$ cat config.mk
export PLATFORM = sky130hd
export DESIGN_NAME = fetch_unit
export DESIGN_NICKNAME = d
export VERILOG_FILES = /design/src/rtl/fetch_unit.sv
export SDC_FILE = /design/constraint.sdc
export NUM_CORES = 1
export LEC_CHECK = 0
export ABC_CLOCK_PERIOD_IN_PS = 7500
export CORE_AREA = 2 2 136 125
export DETAILED_ROUTE_END_ITERATION = 12
export DIE_AREA = 0 0 138 127
export GPL_TIMING_DRIVEN = 0
export PLACE_DENSITY = 0.67
export SETUP_SLACK_MARGIN = 0.4
export SLEW_MARGIN = 30
export SYNTH_ARGS = -nofsm -noshare
export SYNTH_HDL_FRONTEND = slang
export SYNTH_SLANG_ARGS = --single-unit
export TNS_END_PERCENT = 1
$ cat constraint.sdc
create_clock -name clk -period 7.5 [get_ports clk]
set_input_delay 1.125 -clock clk [delete_from_list [all_inputs] [get_ports clk]]
set_output_delay 1.125 -clock clk [all_outputs]
set_load 0.02 [all_outputs]
$ cat src/rtl/fetch_unit.sv
// Instruction fetch front end: PC owner, single-outstanding imem requester,
// registered prefetch queue toward decode. Define FETCH_PERF_EN to add perf counters.
module fetch_unit #(
  parameter int                 ADDR_W   = 16,
  parameter int                 INSTR_W  = 16,
  parameter int                 QDEPTH   = 4,
  parameter logic [ADDR_W-1:0]  RESET_PC = '0,
  parameter logic [ADDR_W-1:0]  PC_INC   = ADDR_W'(2),
  parameter logic [3:0]         HALT_OPC = 4'hF
) (
  input  logic                clk,
  input  logic                rst_n,
  output logic                imem_req,
  output logic [ADDR_W-1:0]   imem_addr,
  input  logic                imem_ack,
  input  logic [INSTR_W-1:0]  imem_rdata,
  output logic                instr_valid,
  output logic [INSTR_W-1:0]  instr,
  output logic [ADDR_W-1:0]   instr_pc,
  input  logic                instr_ready,
  input  logic                redirect_valid,
  input  logic [ADDR_W-1:0]   redirect_pc,
  output logic [ADDR_W-1:0]   pc,
  output logic                hlt
`ifdef FETCH_PERF_EN
  ,
  output logic [31:0]         perf_fetch_cnt,
  output logic [31:0]         perf_flush_cnt
`endif
);

  localparam int PTR_W = (QDEPTH > 1) ? $clog2(QDEPTH) : 1;

  typedef enum logic {
    S_IDLE,
    S_WAIT
  } req_state_t;

  req_state_t state_q, state_d;

  logic                run_q;
  logic                drop_q;
  logic                halt_seen_q;
  logic                hlt_q;
  logic [ADDR_W-1:0]   pc_q;
  logic [ADDR_W-1:0]   req_addr_q;
  logic [PTR_W-1:0]    rd_ptr_q;
  logic [PTR_W-1:0]    wr_ptr_q;
  logic [PTR_W:0]      count_q;
  logic [PTR_W:0]      occupancy;

  logic [INSTR_W-1:0]  q_data [QDEPTH];
  logic [ADDR_W-1:0]   q_addr [QDEPTH];

  logic                ack_seen;
  logic                flush;
  logic                push;
  logic                pop;
  logic                issue;
  logic [INSTR_W-1:0]  head_data;
  logic [ADDR_W-1:0]   head_addr;

  // An in-flight request reserves a queue slot so its ack can always be pushed.
  assign occupancy = count_q + {{PTR_W{1'b0}}, (state_q == S_WAIT)};

  assign head_data   = q_data[rd_ptr_q];
  assign head_addr   = q_addr[rd_ptr_q];
  assign instr_valid = (count_q != '0);
  assign instr       = instr_valid ? head_data : '0;
  assign instr_pc    = instr_valid ? head_addr : '0;

  assign imem_req  = issue;
  assign imem_addr = pc_q;
  assign pc        = pc_q;
  assign hlt       = hlt_q;

  // NOTE: every signal driven here gets a default first so no latch is inferred.
  always_comb begin
    state_d  = state_q;
    flush    = redirect_valid & ~hlt_q;
    ack_seen = (state_q == S_WAIT) & imem_ack & ~hlt_q;
    push     = ack_seen & ~drop_q & ~flush;
    pop      = instr_valid & instr_ready & ~flush;
    issue    = run_q & (state_q == S_IDLE) & ~halt_seen_q & ~hlt_q & ~redirect_valid
             & (occupancy < (PTR_W+1)'(QDEPTH));

    case (state_q)
      S_IDLE:  if (issue)    state_d = S_WAIT;
      S_WAIT:  if (ack_seen) state_d = S_IDLE;
      default:               state_d = S_IDLE;
    endcase
  end

  // NOTE: sequential state uses non-blocking assignments so all flops update together.
  always_ff @(posedge clk or negedge rst_n) begin
    if (!rst_n) begin
      state_q     <= S_IDLE;
      run_q       <= 1'b0;
      drop_q      <= 1'b0;
      halt_seen_q <= 1'b0;
      hlt_q       <= 1'b0;
      pc_q        <= RESET_PC;
      req_addr_q  <= '0;
      rd_ptr_q    <= '0;
      wr_ptr_q    <= '0;
      count_q     <= '0;
    end else begin
      run_q   <= 1'b1;
      state_q <= state_d;

      if (pop && (head_data[INSTR_W-1 -: 4] == HALT_OPC)) hlt_q <= 1'b1;

      if (flush) begin
        pc_q        <= redirect_pc;
        halt_seen_q <= 1'b0;
        // A request still in flight after this cycle returns stale data.
        drop_q      <= (state_q == S_WAIT) & ~imem_ack;
        rd_ptr_q    <= '0;
        wr_ptr_q    <= '0;
        count_q     <= '0;
      end else begin
        if (issue) begin
          pc_q       <= pc_q + PC_INC;
          req_addr_q <= pc_q;
        end
        if (ack_seen) drop_q <= 1'b0;
        if (push && (imem_rdata[INSTR_W-1 -: 4] == HALT_OPC)) halt_seen_q <= 1'b1;
        if (push) wr_ptr_q <= wr_ptr_q + PTR_W'(1);
        if (pop)  rd_ptr_q <= rd_ptr_q + PTR_W'(1);
        count_q <= count_q + (PTR_W+1)'(push) - (PTR_W+1)'(pop);
      end
    end
  end

  // NOTE: queue storage has no reset; count_q alone defines which entries are live.
  always_ff @(posedge clk) begin
    if (push) begin
      q_data[wr_ptr_q] <= imem_rdata;
      q_addr[wr_ptr_q] <= req_addr_q;
    end
  end

`ifdef FETCH_PERF_EN
  // push and flush are already gated by hlt, which freezes both counters.
  always_ff @(posedge clk or negedge rst_n) begin
    if (!rst_n) begin
      perf_fetch_cnt <= '0;
      perf_flush_cnt <= '0;
    end else begin
      if (push && (perf_fetch_cnt != 32'hFFFF_FFFF)) perf_fetch_cnt <= perf_fetch_cnt + 32'd1;
      if (flush && (perf_flush_cnt != 32'hFFFF_FFFF)) perf_flush_cnt <= perf_flush_cnt + 32'd1;
    end
  end
`endif

endmodule
==> results.yml, run 1 <==
sta:
  slew_headroom: 0.559
  post-route-min-period_ps: 4280
  worst_pin_slew_ps: 661
  whs_ps: 502
  maxSlewViolCount: 0
  clock.fmax_mhz: 234
  clock_skew_ps: 7.15
  fin_tns_setup_ps: 0
  setup_viol: 0
  rsz0062_at_grt: "no"
  hold_viol: 0
  min_period_over_period: 0.571
final_layout:
  mostFrequentLayoutCells: "128 x edfxtp_1, 102 x clkdlybuf4s50_1, 63 x nand2_1"
  nFillCells: 1254
  drive_above_1_share: 0.171
  final_common_cell: "edfxtp_1"
  final_cells: 796
  multiInputGateArea_um2: 1920
  fin_area_um2: 9050
  n_antenna_cell: 0
  seqCellArea_um2: 4940
  final_nets: 621
  syn_to_final_growth_pct: 27.4
detailed_routing:
  first_pass_iters: 4
  via_per_inst: 5.21
  routedWlPerCell_um: 17.7
  wl_um: 14100
  antenna_left: 0
  vias: 4150
  first_iter_violations: 291
  drc: 0
global_routing:
  grt_usage: 0.169
  grt_pass1_wl_um: 22900
  antenna_found_initial: 0
  gr-total-overflow: 0
  grt_max_degree: 45
  grt_pass1_vias: 4301
critical_path:
  crit_top_cell: "clkdlybuf4s50_1"
  endpoint: "imem_req"
  slowest_delay_ps: 660
  cp_max_fo: 10
  critPathLaunch: "redirect_valid"
  cp_top_family: "buffers and inverters"
  crit_slowest_cell: "clkdlybuf4s50_1"
  crit_path_end_kind: "output port"
  cp_num_buf_inv: 4
  critPathArrivalTime_ps: 3160
  path_cells: "clkdlybuf4s50_1 > nor2_1 > nand2_1 > clkinv_1 > buf_2 > clkdlybuf4s50_1"
  required_ps: 6380
  r2r_start: "hlt$_DFFE_PN0P_"
  critPathLaunchType: "primary input"
  r2r_end: "count_q[2]$_DFF_PN0_"
  crit_cells: 6
  r2r_cells: 12
  ff2ff_setup_slack_ps: 4810
  critPathKind: "primary input to output port"
pwr:
  power_leakage_nw: 3.26
  power_frac_seq: 0.386
  power_density_nw_per_um2: 381
  p_int_mw: 2.31
  comb_power_share: 0.369
  p_sw_mw: 1.14
  p_total_mw: 3.45
  swShare: 0.330
  peakVddDrop_mv: 0.235
  p_clk_frac: 0.245
die:
  core_area_um2: 16000
  die_x_um: 138
  start_util: 0.445
  io_pins: 104
  die-area_um2: 17500
  dieHeight_um: 127
  rows: 44
yosys:
  synth_enable_flop_cells: 128
  yosysWarnings: 0
  synth_nets: 495
  synth-main-ff-cell: "edfxtp_1"
  synthCells: 450
  async_flop_share: 0.256
  ys_types: 47
  synth_area_per_cell_um2: 15.8
  syn_area_um2: 7110
  ys_seq_area_frac: 0.696
  ys_ff_latch: 172
clock_network:
  clock_latency_ps: 420
  clock_sinks: 172
  cts-root-buf: "clkbuf_16"
  htree_levels: 4
  tritoncts: "yes"
  cts_resized: 0
  clk_pin_slew_ps: 60
  post_cts_buffers: 0
  cts_made_buffers: 17
  cts_hold_buffers: 0
  clockBufferDepth: 2
placed_design:
  portBuffers: 103
  post_dp_cell_area_um2: 8480
  dp_hpwl_um: 9340
  dp_cells: 764
  finalWeightedCongestion: 0.772
job:
  max_cap_viol_count: 0
hold_path:
  min-delay-path-class: "flop to flop"
outcome:
  status: "finished, final reports clean"
-- sequential cells by signal, indices dropped and copies added, names as in the netlist --
name,cells
q_addr,64
hlt,1
halt_seen_q,1
state_q,1
wr_ptr_q,2
rd_ptr_q,2
run_q,1
drop_q,1
imem_addr,16
count_q,3
req_addr_q,16
q_data,64
-- final cells by class --
class	instances	share of cell area
buffer	36	0.0234
inverter	8	0.00332
clock buffer	19	0.0478
multi-input combinational	234	0.213
tap	207	0.0286
clock inverter	13	0.0159
timing repair buffer	107	0.122
sequential	172	0.546
-- worst register-to-register path, delay by kind of cell, from the launching register on --
family	cells	cell delay, ps
buffers and inverters	4	630
flip-flops	1	410
AND/OR/NAND/NOR	3	420
XOR/XNOR	2	320
adder cells (fa/ha/maj)	3	820
-- power groups by stage --
stage	sequential [mW]	combinational (mW)	clock, mW
6_report	1.33	1.27	0.845
3_3_place_gp	1.34	1.27	0
3_5_place_dp	1.35	1.29	0
5_1_grt	1.36	1.38	0.896
4_1_cts	1.33	1.30	0.861
2_1_floorplan	1.34	0.733	0
-- synth_stat cells (all sizes together), types with 3 or more instances --
master | count | area share
edfxtp | 128 | 0.54
nand2 | 63 | 0.033
dfrtp | 44 | 0.15
and2 | 38 | 0.033
mux4 | 32 | 0.10
buf | 24 | 0.023
nor2 | 16 | 0.0085
clkbuf | 12 | 0.0063
nand3 | 10 | 0.0077
o21ai | 10 | 0.0070
ha | 7 | 0.012
inv | 7 | 0.0037
or3 | 7 | 0.0062
a31oi | 6 | 0.0053
and4 | 4 | 0.0049
nand4 | 4 | 0.0044
o211ai | 4 | 0.0042
and2b | 3 | 0.0033
xor2 | 3 | 0.0037
-- layer usage --
metal  vias to the layer above  share of wire  GRT usage
li1                       1926              -          -
met5                         -              0          0
met4                         0          0.013     0.0606
met1                      2085           0.46      0.234
met2                       121           0.48      0.269
met3                        18          0.047     0.0367
-- metrics by stage --
step / setup slack [ps] / utilization
final: 3220 / 0.567
after global routing: 3090 / 0.567
after CTS: 3220 / 0.567
after detailed placement: 3230 / 0.531
after global placement: 3200 / 0.526
after floorplan: 4600 / -
-- logic make-up (layout without fill, tap and decap cells) --
family / Yosys count / in the layout / synth area share
DFF: 172 / 172 / 0.696
and+or+nand+nor: 153 / 153 / 0.113
buffers and inverters: 44 / 183 / 0.0340
AOI/OAI and AO/OA: 34 / 34 / 0.0326
muxes: 33 / 33 / 0.103
adders and majority gates: 8 / 8 / 0.0151
xor gates and xnor gates: 5 / 5 / 0.00616
other: 1 / 1 / 0.000528
-- how the worst min path moves through the flow --
stage / startpoint / end / slack, ps / cells after the start
CTS: drop_q$_DFFE_PN0P_ / drop_q$_DFFE_PN0P_ / 510 / 1
global placement: drop_q$_DFFE_PN0P_ / drop_q$_DFFE_PN0P_ / 480 / 1
global route: drop_q$_DFFE_PN0P_ / drop_q$_DFFE_PN0P_ / 540 / 1
floorplan: drop_q$_DFFE_PN0P_ / drop_q$_DFFE_PN0P_ / 470 / 1
finish: drop_q$_DFFE_PN0P_ / drop_q$_DFFE_PN0P_ / 500 / 1
detailed placement: drop_q$_DFFE_PN0P_ / drop_q$_DFFE_PN0P_ / 490 / 1
Power figures use the tool's default switching activity.
==> run 2: changes to the inputs <==
--- a/config.mk
+++ b/config.mk
@@ -5,12 +5,12 @@
 export SDC_FILE = /design/constraint.sdc
 export NUM_CORES = 1
 export LEC_CHECK = 0
-export ABC_CLOCK_PERIOD_IN_PS = 7500
+export ABC_CLOCK_PERIOD_IN_PS = 3600
 export CORE_AREA = 2 2 136 125
 export DETAILED_ROUTE_END_ITERATION = 12
 export DIE_AREA = 0 0 138 127
 export GPL_TIMING_DRIVEN = 0
-export PLACE_DENSITY = 0.67
+export PLACE_DENSITY = 0.7
 export SETUP_SLACK_MARGIN = 0.4
 export SLEW_MARGIN = 30
 export SYNTH_ARGS = -nofsm -noshare
==> constraint.sdc (replaced) <==
create_clock -name clk -period 3.6 [get_ports clk]
set_input_delay 0.54 -clock clk [delete_from_list [all_inputs] [get_ports clk]]
set_output_delay 0.54 -clock clk [all_outputs]
set_load 0.02 [all_outputs]
==> results.yml, run 2 (synthesized netlist as in run 1, its figures left out) <==
outcome:
  status: "finished, final reports clean"
detailed_routing:
  first_iter_violations: 338
  antenna_left: 0
  wl_um: 14300
  routedWlPerCell_um: 18.0
  drc: 0
  first_pass_iters: 4
  vias: 4182
  via_per_inst: 5.25
critical_path:
  critPathArrivalTime_ps: 2640
  required_ps: 3060
  crit_path_end_kind: "output port"
  critPathLaunchType: "flop"
  cp_max_fo: 10
  crit_slowest_cell: "mux4_2"
  critPathKind: "flop to output port"
  ff2ff_setup_slack_ps: 910
  slowest_delay_ps: 550
  crit_top_cell: "buf_2"
  path_cells: "buf_2 > buf_2 > mux4_2 > and2_1 > clkdlybuf4s50_1"
job:
  max_cap_viol_count: 0
sta:
  fin_tns_setup_ps: 0
  worst_pin_slew_ps: 586
  maxSlewViolCount: 0
  whs_ps: 111
  slew_headroom: 0.609
  fin_ws_ps: 422
  hold_viol: 0
  setup_viol: 0
  min_period_over_period: 0.883
  rsz0062_at_grt: "yes"
  clock_skew_ps: 7.88
  post-route-min-period_ps: 3180
  clock.fmax_mhz: 315
pwr:
  power_density_nw_per_um2: 802
  p_int_mw: 4.91
  p_total_mw: 7.32
  power_frac_seq: 0.379
  p_sw_mw: 2.41
  swShare: 0.329
  power_leakage_nw: 3.34
  p_clk_frac: 0.257
  comb_power_share: 0.363
  peakVddDrop_mv: 0.432
global_routing:
  antenna_found_initial: 0
  grt_pass1_vias: 4391
  gr-total-overflow: 0
  grt_max_degree: 45
  grt_usage: 0.174
  grt_pass1_wl_um: 23400
placed_design:
  dp_slack_ps: 272
  finalWeightedCongestion: 0.775
  portBuffers: 103
  dp_hpwl_um: 9370
final_layout:
  final_common_cell: "edfxtp_1"
  top_regs: "q_addr x64, q_data x64"
  n_antenna_cell: 0
  mostFrequentLayoutCells: "128 x edfxtp_1, 101 x clkdlybuf4s50_1, 63 x nand2_1"
  drive_above_1_share: 0.180
  final_nets: 621
  syn_to_final_growth_pct: 28.5
clock_network:
  clock_latency_ps: 430
  cts-root-buf: "clkbuf_16"
  tritoncts: "yes"
  cts_made_buffers: 17
  htree_levels: 4
  clockBufferDepth: 2
  clk_pin_slew_ps: 60
  post_cts_buffers: 0
  clock_sinks: 172
die:
  start_util: 0.445
  die-area_um2: 17500
  core_area_um2: 16000
  rows: 44
  die_x_um: 138
  io_pins: 104
  dieHeight_um: 127
hold_path:
  min-delay-path-class: "primary input to async pin"
==> run 2: changes by cell type in the layout (fill, tap and decap cells not counted), sizes merged <==
cell and change:
clkinv +1, clkbuf +2, buf -1, clkinvlp -6
inv +4, dlymetal6s2s +1, clkdlybuf4s50 -1
==> run 2: cell type report <==
type,instances,area [um2]
Inverter,8,30.0
Timing Repair Buffer,107,1130
Fill cell,1247,6830
Clock buffer,20,478
Tap cell,207,259
Buffer,36,218
Multi-Input combinational cell,234,1920
Clock inverter,12,146
Sequential cell,172,4940
==> run 2: per-layer routing <==
layer / part of all wire / up-vias / routed length [um] / global-route usage
met3: 0.063 / 13 / 902 / 0.0461
met1: 0.44 / 2092 / 6360 / 0.235
met4: 0.0097 / 0 / 139 / 0.0516
met2: 0.48 / 150 / 6900 / 0.281
met5: 0 / - / 0 / 0
li1: - / 1927 / - / -
==> run 2: critical path: cells and delay by family (launching register included) <==
kind	cells	cell delay [ps]
buffers and inverters	3	1150
flip-flops	1	340
multiplexers	1	550
AND/OR/NAND/NOR	1	180
==> run 2: power groups by stage <==
stage                     registers, mW  clock network, mW  logic, mW
after floorplan                    2.80                  0       1.53
after global placement             2.78                  0       2.64
after detailed placement           2.81                  0       2.67
after CTS                          2.77               1.91       2.70
after global routing               2.83               1.99       2.89
final                              2.78               1.89       2.66
==> run 2: worst paths after layout <==
check	cells past startpoint	startpoint	endpoint
max in group asynchronous	1	rst_n	wr_ptr_q[1]$_DFFE_PN0P_
max	5	rd_ptr_q[0]$_DFFE_PN0P_	instr[3]
min in group clk	1	drop_q$_DFFE_PN0P_	drop_q$_DFFE_PN0P_
max reg2reg	12	hlt$_DFFE_PN0P_	count_q[2]$_DFF_PN0_
min	1	rst_n	req_addr_q[12]$_DFFE_PN0P_
min reg2reg	1	drop_q$_DFFE_PN0P_	drop_q$_DFFE_PN0P_
==> run 2: repair_timing <==
action	4_1_cts	5_1_grt
endpoints found under the hold margin	0	0
pin swaps	0	0
hold buffers	0	0
endpoints found under the setup margin	29	32
gates resized for setup	2	4
==> run 2: through the flow <==
step,utilization,cell area [um2],instances
2_1_floorplan,-,7110,450
3_3_place_gp,0.526,8400,760
3_5_place_dp,0.532,8500,764
4_1_cts,0.572,9130,796
5_1_grt,0.572,9130,796
6_report,0.572,9130,796
==> run 3: changes to the inputs <==
--- a/config.mk
+++ b/config.mk
@@ -10,6 +10,7 @@
 export DETAILED_ROUTE_END_ITERATION = 12
 export DIE_AREA = 0 0 138 127
 export GPL_TIMING_DRIVEN = 0
+export MAX_ROUTING_LAYER = met4
 export PLACE_DENSITY = 0.7
 export SETUP_SLACK_MARGIN = 0.4
 export SLEW_MARGIN = 30
==> results.yml, run 3 (synthesized netlist as in run 1, its figures left out) <==
die:
  start_util: 0.445
  io_pins: 104
  rows: 44
  die-area_um2: 17500
  dieHeight_um: 127
  die_x_um: 138
  core_area_um2: 16000
sta:
  maxSlewViolCount: 0
  post-route-min-period_ps: 3170
  rsz0062_at_grt: "yes"
  fin_tns_setup_ps: 0
  min_period_over_period: 0.881
  clock_skew_ps: 13.7
  hold_viol: 0
  setup_viol: 0
  worst_pin_slew_ps: 584
  clock.fmax_mhz: 315
  slew_headroom: 0.610
final_layout:
  mostFrequentLayoutCells: "128 x edfxtp_1, 101 x clkdlybuf4s50_1, 63 x nand2_1"
  final_common_cell: "edfxtp_1"
  syn_to_final_growth_pct: 28.5
  drive_above_1_share: 0.180
  final_nets: 621
  fin_area_um2: 9130
  final_cells: 796
  n_antenna_cell: 0
  top_regs: "q_addr x64, q_data x64"
critical_path:
  crit_path_end_kind: "output port"
  critPathLaunchType: "flop"
  cp_top_family: "buffers and inverters"
  required_ps: 3060
  critPathKind: "flop to output port"
  crit_cells: 5
  path_cells: "buf_2 > buf_2 > mux4_2 > and2_1 > clkdlybuf4s50_1"
  critPathArrivalTime_ps: 2630
  slowest_delay_ps: 550
  cp_num_buf_inv: 3
  crit_slowest_cell: "mux4_2"
  r2r_cells: 12
  cp_max_fo: 10
  crit_top_cell: "buf_2"
global_routing:
  gr-total-overflow: 0
  grt_max_degree: 45
  antenna_found_initial: 0
  grt_pass1_wl_um: 23500
  grt_usage: 0.181
  grt_pass1_vias: 4376
detailed_routing:
  first_iter_violations: 324
  vias: 4153
  antenna_left: 0
  first_pass_iters: 5
  wl_um: 14300
  via_per_inst: 5.22
  drc: 0
  routedWlPerCell_um: 17.9
clock_network:
  clk_pin_slew_ps: 60
  clock_sinks: 172
  htree_levels: 4
  tritoncts: "yes"
  cts_made_buffers: 17
  clockBufferDepth: 2
  cts_hold_buffers: 0
  cts-root-buf: "clkbuf_16"
  clock_latency_ps: 430
placed_design:
  post_dp_cell_area_um2: 8500
  dp_cells: 764
  dp_hpwl_um: 9370
  portBuffers: 103
  finalWeightedCongestion: 0.786
outcome:
  status: "finished, final reports clean"
pwr:
  peakVddDrop_mv: 0.433
  power_leakage_nw: 3.34
  power_density_nw_per_um2: 802
  p_total_mw: 7.32
hold_path:
  min-delay-path-class: "primary input to async pin"
job:
  max_cap_viol_count: 0
run 3: cell counts in the layout (fill, tap and decap cells not counted):
Identical to the previous run, type by type.
run 3: repair_timing:
action,CTS,global route
gates resized for setup,2,4
setup endpoints to repair,29,32
gates cloned,0,0
setup buffers,0,0
run 3: path summary, 6_finish.rpt:
check | endpoint | slack [ps] | from
setup reg to reg | count_q[2]$_DFF_PN0_ | 900 | hlt$_DFFE_PN0P_
setup / recovery | instr[3] | 430 | rd_ptr_q[0]$_DFFE_PN0P_
min in group clk | drop_q$_DFFE_PN0P_ | 500 | drop_q$_DFFE_PN0P_
hold reg to reg | drop_q$_DFFE_PN0P_ | 500 | drop_q$_DFFE_PN0P_
max in group asynchronous | rd_ptr_q[1]$_DFFE_PN0P_ | 3080 | rst_n
hold / removal | req_addr_q[12]$_DFFE_PN0P_ | 110 | rst_n
run 3: layout make-up:
cell class / instances / area, um2
timing repair buffer: 107 / 1130
inverter: 8 / 30.0
tap: 207 / 259
clock inverter: 12 / 146
sequential: 172 / 4940
buffer: 36 / 218
multi-input combinational: 234 / 1920
clock buffer: 20 / 478
fill: 1247 / 6830
run 3: power breakdown:
part	switching, mW	internal (mW)	leakage (nW)	total (mW)
clock network	0.768	1.12	0.309	1.89
registers	0.310	2.47	1.70	2.78
logic	1.33	1.33	1.33	2.66
run 3: routing by layer:
metal  up-vias  global-route usage  wire, um
met5         -                   -         0
met1      2064               0.237      6400
met2       142               0.281      6940
met4         0              0.0606       155
met3        15              0.0442       785
li1       1932                   -         -
run 3: through the flow:
stage	worst slack [ps]	util	hold slack (ps)
final	428	0.572	114
after CTS	268	0.572	124
after global routing	262	0.572	147
after global placement	249	0.526	482
after floorplan	1160	-	244
after detailed placement	272	0.532	490
run 3: worst register-to-register path, cell delays in order, from the launching register on:
cell and delay [ps]:
dfrtp_1 410, buf_6 160, and2b_2 200, clkbuf_1 360, nor2_1 170, ha_1 310, inv_1 60, ha_1 130
inv_1 50, fa_1 380, xor2_1 160, xnor2_1 140, nor2_1 60
==> patch, RTL diff (config.mk and constraints of run 2) <==
Set the parameter `ADDR_W` to 15 (it was 16).
--- a/src/rtl/fetch_unit.sv
+++ b/src/rtl/fetch_unit.sv
@@ -1,7 +1,7 @@
 // Instruction fetch front end: PC owner, single-outstanding imem requester,
 // registered prefetch queue toward decode. Define FETCH_PERF_EN to add perf counters.
 module fetch_unit #(
-  parameter int                 ADDR_W   = 16,
+  parameter int                 ADDR_W   = 15,
   parameter int                 INSTR_W  = 16,
   parameter int                 QDEPTH   = 4,
   parameter logic [ADDR_W-1:0]  RESET_PC = '0,
Ports: changed (resized imem_addr, instr_pc, pc and redirect_pc); port bits go from 104 to 100. No check against the original RTL was run, so the function may have changed too.
==> patch against run 2 <==
Worst setup slack worse by 0.043 ns. Utilization shrank 1.8 points. Largest cell class unchanged. Critical endpoint is now imem_req. Sequential share of layout area shrank 0.15 points. Critical path type is now in -> out. Non-clock buffer count is 3 lower. Sequential cell count shrank 6. Final area is 3.2% lower. Routed wire length fell by 0.74%. Final cell count decreased by 1.9%. Total power decreased by 3.0%. Area after synthesis fell by 3.3%. Largest power group unchanged.
==> patch: results <==
{
  "htree_levels": 4,
  "multi_input_comb_cells": 227,
  "hp-class": "in -> async",
  "yosysSeqAreaShare_pct": 69.5,
  "antenna_cells": 0,
  "synthFlopType": "edfxtp_1",
  "wl_met2_mm": 7.38,
  "layout-drive-gt1-share_pct": 16.7,
  "nNonClkBuffers": 140,
  "first_pass_iters": 5,
  "dpl.cell_count": 748,
  "slowest_delay_ns": 0.65,
  "seq_share_pct": 54.0,
  "wl_met3_um": 675,
  "cts.sinks": 166,
  "cp_slowest_cell": "clkdlybuf4s50_1",
  "routed.top_layer": "met4",
  "drtIter0Drc": 326,
  "clk_share_pct": 6.89,
  "worst-path-max-fanout": 10,
  "hpwl_mm": 9.67,
  "drt-met1-wl_mm": 5.94,
  "bufAreaShareNonClock_pct": 14.6,
  "vias": 4064,
  "dpl_cell_area_sq_um": 8200,
  "skew_ns": 0.00667,
  "routabilityCongestion": 0.801,
  "grt_pass1_wl_mm": 22.7,
  "p_leak_nw": 3.16,
  "synth_common_cells": "edfxtp_1, nand2_1, dfrtp_1",
  "n_clock_buffer": 22,
  "nFillCells": 1261,
  "synth_edf_count": 124,
  "antenna_found_initial": 0,
  "synth_xor_area_share_pct": 1.40,
  "numCtsBuffers": 17,
  "inverters": 9,
  "num-nets-final": 605,
  "grt_max_degree": 43,
  "async_flop_share_pct": 25.3,
  "multi_input_area_share_pct": 21.2,
  "powerDensity_nw_per_um2": 803,
  "dp_worst_setup_slack_ns": -0.0544,
  "place.port_buffers": 99,
  "vdd_drop_max_mv": 0.417,
  "status": "finished clean",
  "grt_usage_pct": 17.0,
  "tightest_slew_ns": 0.671,
  "synth_adder_area_share_pct": 1.57,
  "drt_wl_total_mm": 14.2,
  "ys_types": 46,
  "clkTransAtPathRegs_ns": 0.06,
  "grt_pass1_vias": 4150,
  "synth.mux.area_fraction_pct": 10.3,
  "syn-instance-count": 438,
  "synth_nets": 482,
  "synthTopCellsByArea": "edfxtp_1, dfrtp_1, mux4_2",
  "synth_compound_area_share_pct": 2.70,
  "top_regs": "q_data (64), q_addr (60)",
  "viasPerCell": 5.20
}
patch: changes by cell type after synthesis, sizes merged, moves of 3 or more:
cell,change
or3,-5
nor2b,+3
and2b,-3
edfxtp,-4
or4,+4
nand2,-5
xnor2,+4
nor2,-3
nor4,+3
patch: report_power, final:
part / switching (W) / total [W] / leakage [nW] / internal (W)
clock: 0.000692 / 0.00187 / 0.294 / 0.00117
sequential: 0.000291 / 0.00266 / 1.64 / 0.00237
combinational: 0.00129 / 0.00258 / 1.22 / 0.00129
total: 0.00228 / 0.00710 / 3.16 / 0.00483
patch: what timing repair did:
| action | CTS | global route |
|---|---|---|
| hold buffers | 0 | 0 |
| buffers inserted | 1 | 0 |
| gates resized for setup | 6 | 1 |
| pin swaps | 1 | 0 |
| setup endpoints to repair | 29 | 6 |
patch: layer usage:
layer | up-vias | track usage [%]
met4 | 0 | 6.90
met5 | - | 0
met2 | 114 | 28.8
met3 | 17 | 3.22
met1 | 2061 | 21.7
li1 | 1872 | -
patch: worst paths after layout:
path | cells past startpoint | endpoint | from | slack (ns)
max in group asynchronous | 1 | rd_ptr_q[0] | rst_n | 3.10
setup reg to reg | 12 | count_q[2] | hlt | 0.65
min in group clk | 0 | q_addr[2][1] | req_addr_q[1] | 0.51
hold reg to reg | 0 | q_addr[2][1] | req_addr_q[1] | 0.51
hold / removal | 1 | imem_addr[0] | rst_n | 0.1
setup / recovery | 6 | imem_req | redirect_valid | 0.38
patch: worst max-delay path, delay by kind of cell:
family | cells | cell delay [ns]
simple gates | 2 | 0.47
buf+inv | 4 | 1.67
